## src/rtl/alu_sequencer.sv

```systemverilog
// alu_sequencer: takes one ALU request over a valid/ready handshake, steps the
// shared bus, the Y register and ALU_control through LOAD_Y then EXEC, captures
// the ALU result in Z and returns it over a valid/ready response handshake.
// Optional status flags (rsp_zero, rsp_neg) are built when ALU_SEQ_STATUS_EN
// is defined.
module alu_sequencer #(
  parameter int unsigned WIDTH = 16
) (
  input  logic             clk,
  input  logic             rst_n,
  input  logic             req_valid,
  output logic             req_ready,
  input  logic [2:0]       req_op,
  input  logic [WIDTH-1:0] req_a,
  input  logic [WIDTH-1:0] req_b,
  input  logic [1:0]       req_shift,
  output logic [WIDTH-1:0] alu_bus,
  output logic [WIDTH-1:0] alu_y_shifted,
  output logic [2:0]       alu_control,
  input  logic [WIDTH-1:0] alu_result,
  output logic             rsp_valid,
  input  logic             rsp_ready,
  output logic [WIDTH-1:0] rsp_data,
`ifdef ALU_SEQ_STATUS_EN
  output logic             rsp_zero,
  output logic             rsp_neg,
`endif
  output logic             rsp_err
);

  typedef enum logic [1:0] {StIdle, StLoadY, StExec, StResp} state_e;

  state_e state_q, state_d;

  logic [2:0]       op_q;
  logic [WIDTH-1:0] b_q;
  logic [1:0]       shift_q;
  logic [WIDTH-1:0] bus_q;
  logic [2:0]       ctl_q;
  logic [WIDTH-1:0] y_q;
  logic [WIDTH-1:0] z_q;
  logic             err_q;
  logic [WIDTH-1:0] y_next;
  logic             req_fire;
  logic             req_illegal;

`ifdef ALU_SEQ_STATUS_EN
  logic zero_q;
  logic neg_q;
`endif

  assign req_fire    = req_valid && req_ready;
  assign req_illegal = (req_op == 3'b111) || (req_shift == 2'b11);

  // State register.
  always_ff @(posedge clk) begin
    if (!rst_n) begin
      state_q <= StIdle;
    end else begin
      state_q <= state_d;
    end
  end

  // Next-state logic and the two handshake outputs decoded from state.
  always_comb begin
    state_d   = state_q;
    req_ready = 1'b0;
    rsp_valid = 1'b0;
    unique case (state_q)
      StIdle: begin
        req_ready = 1'b1;
        if (req_valid) begin
          state_d = req_illegal ? StResp : StLoadY;
        end
      end
      StLoadY: state_d = StExec;
      StExec:  state_d = StResp;
      StResp: begin
        rsp_valid = 1'b1;
        if (rsp_ready) begin
          state_d = StIdle;
        end
      end
      default: state_d = StIdle;
    endcase
  end

  // Shifted operand A; during LOAD_Y the bus register already carries A.
  always_comb begin
    y_next = bus_q;
    unique case (shift_q)
      2'b01:   y_next = {bus_q[WIDTH-2:0], 1'b0};
      2'b10:   y_next = {1'b0, bus_q[WIDTH-1:1]};
      default: y_next = bus_q;
    endcase
  end

  // Datapath registers: request latch, bus/control drive, Y, Z and error.
  always_ff @(posedge clk) begin
    if (!rst_n) begin
      op_q    <= 3'b000;
      b_q     <= '0;
      shift_q <= 2'b00;
      bus_q   <= '0;
      ctl_q   <= 3'b000;
      y_q     <= '0;
      z_q     <= '0;
      err_q   <= 1'b0;
`ifdef ALU_SEQ_STATUS_EN
      zero_q  <= 1'b0;
      neg_q   <= 1'b0;
`endif
    end else begin
      case (state_q)
        StIdle: begin
          if (req_fire) begin
            op_q    <= req_op;
            b_q     <= req_b;
            shift_q <= req_shift;
            if (req_illegal) begin
              z_q    <= '0;
              err_q  <= 1'b1;
`ifdef ALU_SEQ_STATUS_EN
              zero_q <= 1'b0;
              neg_q  <= 1'b0;
`endif
            end else begin
              bus_q <= req_a;
            end
          end
        end
        StLoadY: begin
          y_q   <= y_next;
          bus_q <= b_q;
          ctl_q <= op_q;
        end
        StExec: begin
          z_q    <= alu_result;
          err_q  <= 1'b0;
          bus_q  <= '0;
          ctl_q  <= 3'b000;
`ifdef ALU_SEQ_STATUS_EN
          zero_q <= (alu_result == '0);
          neg_q  <= alu_result[WIDTH-1];
`endif
        end
        default: begin
        end
      endcase
    end
  end

  assign alu_bus       = bus_q;
  assign alu_control   = ctl_q;
  assign alu_y_shifted = y_q;
  assign rsp_data      = z_q;
  assign rsp_err       = err_q;
`ifdef ALU_SEQ_STATUS_EN
  assign rsp_zero      = zero_q;
  assign rsp_neg       = neg_q;
`endif

endmodule

```

## config.mk

```make
export PLATFORM = sky130hd
export DESIGN_NAME = alu_sequencer
export DESIGN_NICKNAME = d
export VERILOG_FILES = /design/src/rtl/alu_sequencer.sv
export SDC_FILE = /design/constraint.sdc
export NUM_CORES = 1
export LEC_CHECK = 0
export ABC_AREA = 1
export ABC_CLOCK_PERIOD_IN_PS = 3000
export BUFFER_PORTS_ARGS = -buffer_cell sky130_fd_sc_hd__buf_2
export CORE_ASPECT_RATIO = 0.5
export CORE_MARGIN = 2
export CORE_UTILIZATION = 55
export DETAILED_ROUTE_END_ITERATION = 10
export PLACE_DENSITY = 0.85
export SLEW_MARGIN = 10
export SYNTH_ARGS = -nofsm -noshare
export SYNTH_HDL_FRONTEND = slang
export SYNTH_SLANG_ARGS = --single-unit
```

## constraint.sdc

```tcl
create_clock -name clk -period 3 [get_ports clk]
set_input_delay 0.45 -clock clk [delete_from_list [all_inputs] [get_ports clk]]
set_output_delay 0.45 -clock clk [all_outputs]
set_load 0.02 [all_outputs]
```

==> flow_summary_export.csv <==
group,metric,value,unit
synth,yosys.area_share.simple,33.5,%
timing,tightest_slew,1.01,ns
floorplanning,dieWidth,118,um
final_layout,regArea,1500,um^2
pwr,p_clk_share,18.0,%
drt,viasPerCell,5.10,
grt,antenna_found_initial,0,
pwr,p_int,2910,uW
worst_setup_path,crit_required,3.22,ns
synth,synthAdderAreaFrac,2.09,%
hold_path,min_path_cells,3,
timing,hold_violations,0,
placement,portBuffers,110,
pwr,switching_share,47.6,%
final_layout,mostFrequentLayoutCell,"nand2_1",
worst_setup_path,r2r_slack,0.74,ns
timing,rsz0062_at_grt,"no",
job,maxCapViolations,0,
synth,synth.distinct_cells,20,
timing,final.period_utilization,75.3,%
final_layout,multi_input_area,1770,um^2
worst_setup_path,path_max_fanout,20,
placement,place_congestion,0.857,
final_layout,final_util,71.2,%
drt,first_pass_iters,5,
worst_setup_path,arrival,2.47,ns
grt,grt_pass1_wl,15.0,mm
drt,wl,9.57,mm
final_layout,drive_above_1_share,20.9,%
worst_setup_path,crit_start,"state_q[0]",
clock_network,clkTransAtPathRegs,0.05,ns
drt,routedWlPerCell,13.0,um
clock_network,clock_latency,0.33,ns
final_layout,fin_nets,706,
final_layout,syn_to_final_growth,22.7,%
worst_setup_path,startpoint_type,"register",
synth,synth_xor_area_share,0,%
pwr,pwr_density_cell,1260,nW/um^2
worst_setup_path,rr_endpoint,"alu_bus[5]",
clock_network,cts_tree,"done",
synth,synth.avg_cell_area,6.53,um^2
clock_network,clock_sinks,75,
grt,grtUsageTotal,26.5,%
clock_network,htreeDepth,3,
timing,skew,0.00599,ns
final_layout,final_area,4420,um^2
run_status,status,"finished clean",
worst_setup_path,crit_type,"register to register",
synth,ys_seq_area_share,41.7,%
grt,gr-total-overflow,0,
synth,synth.mux.area_fraction,0,%
grt,grt_max_degree,39,
timing,setup_ws,0.742,ns
drt,drt_first_iter_violations,252,
pwr,power.share.sequential,30.8,%
drt,drc,0,
final_layout,antenna_cells,0,
synth,synth_top_family_by_area,"simple AND/OR/NAND/NOR gates",
synth,syn_nets,614,
pwr,switching_power,2640,uW
timing,setup_tns,0,ns
placement,placed_cell_area,4140,um^2
worst_setup_path,worst_setup_path_end_kind,"register",
clock_network,hold_buffers,0,
final_layout,fillers,569,
synth,synth_compound_area_share,13.4,%
floorplanning,initial_core_util,58.0,%
timing,max_freq,443,MHz
timing,timing.hold.ws,0.370,ns
clock_network,cts_root_buf,"clkbuf_16",
pwr,vdd_drop_max,0.584,mV
clock_network,ctsResizeCount,0,
placement,hpwl,6.19,mm
hold_path,hp-class,"input port to register",
floorplanning,die_h,61.2,um
pwr,power_leakage,0.00230,uW
timing,layout_min_cycle_time,2.26,ns
placement,pre_cts_slack,0.800,ns
synth,yosys_register_bits,75,
timing,final-max-slew-violation-count,0,
floorplanning,die_area,7250,um^2
worst_setup_path,rr_worst_depth,9,
timing,setup_viol,0,
timing,timing.slew.headroom,32.5,%
clock_network,clockBufferDepth,2,
worst_setup_path,crit_end,"alu_bus[5]",
clock_network,post-cts-setup-buffer-count,0,
synth,syn-instance-count,551,
final_layout,layout_common_cells,"nand2_1, buf_2, nor2_1, dfxtp_1",
synth,syn_area,3600,um^2
clock_network,numCtsBuffers,9,
grt,first_global_vias,3234,
synth,yosys_warnings,0,
drt,ant_nets,0,
worst_setup_path,r2r_start,"state_q[0]",
pwr,p_comb_share,51.1,%
floorplanning,core,6210,um^2
drt,vias,3749,
floorplanning,rows,20,
floorplanning,pin_count,111,
[Yosys cell counts]
master    number  area (um^2)
nand2_1      156          586
nor2_1        78          293
dfxtp_1       75         1500
a21oi_1       55          275
nand3_1       55          275
inv_1         42          158
o21ai_0       40          200
clkbuf_1      19         71.3
buf_2         11         55.1
ha_1           6         75.1
clkinv_1       3         11.3
buf_6          2         22.5
nor2_2         2         12.5
buf_1          1         3.75
buf_4          1         7.51
inv_2          1         3.75
nand2_4        1         11.3
nand3_2        1         10.0
nor2_8         1         20.0
o211ai_1       1         7.51
[cells by family (layout without fill, tap and decap cells)]
| kind of cell | Yosys count | count (layout) |
|---|---|---|
| simple gates | 294 | 294 |
| flops | 75 | 75 |
| fa+ha+maj | 6 | 6 |
| compound gates | 96 | 96 |
| buf+inv | 80 | 176 |
[how the worst min path moves through the flow]
stage / start / end / slack, ns
5_1_grt: req_b[10] / b_q[10] / 0.38
4_1_cts: req_b[1] / b_q[1] / 0.37
3_3_place_gp: rsp_err / rsp_err / 0.46
6_report: req_b[1] / b_q[1] / 0.37
3_5_place_dp: b_q[11] / b_q[11] / 0.47
2_1_floorplan: shift_q[1] / shift_q[1] / 0.45
[critical path, stage by stage (launching register included)]
cell	delay, ns
dfxtp_1	0.38
inv_1	0.09
ha_1	0.69
inv_1	0.49
nand2_1	0.15
nand2_1	0.06
inv_1	0.04
nand3_1	0.08
nand2_1	0.12
nor2_1	0.04
[flip-flops by register name, indices dropped and copies added, names as in the netlist]
register,flops
alu_bus,16
alu_control,3
alu_y_shifted,16
b_q,16
op_q,3
rsp_data,16
rsp_err,1
shift_q,2
state_q,2
[power by group through the flow]
| stage | logic (uW) | registers (uW) | clock network (uW) |
|---|---|---|---|
| floorplan | 1840 | 1970 | 0 |
| global placement | 2740 | 1690 | 0 |
| detailed placement | 2800 | 1710 | 0 |
| CTS | 2830 | 1690 | 1010 |
| global route | 3210 | 1740 | 1050 |
| finish | 2840 | 1710 | 999 |
[through the flow]
step	instances	power, uW
final	735	5550
after global routing	735	6000
after CTS	735	5540
after detailed placement	720	4500
after global placement	720	4430
after floorplan	551	3810
[per-layer routing]
metal | part of all wire [%] | routed length, um | vias to the layer above | track usage, %
met4 | 1.0 | 97 | 0 | 10.4
met1 | 47 | 4480 | 1657 | 34.9
li1 | - | - | 1925 | -
met3 | 8.6 | 819 | 12 | 6.85
met5 | 0 | 0 | - | 0
met2 | 44 | 4160 | 155 | 43.3
[cell type report]
class | instances | share of cell area, %
flip-flops and latches | 75 | 34.0
clock inverters | 2 | 0.227
well taps | 88 | 2.49
repair buffers | 115 | 13.3
clock buffers | 13 | 6.12
inverters | 46 | 3.91
multi-input cells | 396 | 40.0
Note: power is estimated with default switching activity, not from simulation.
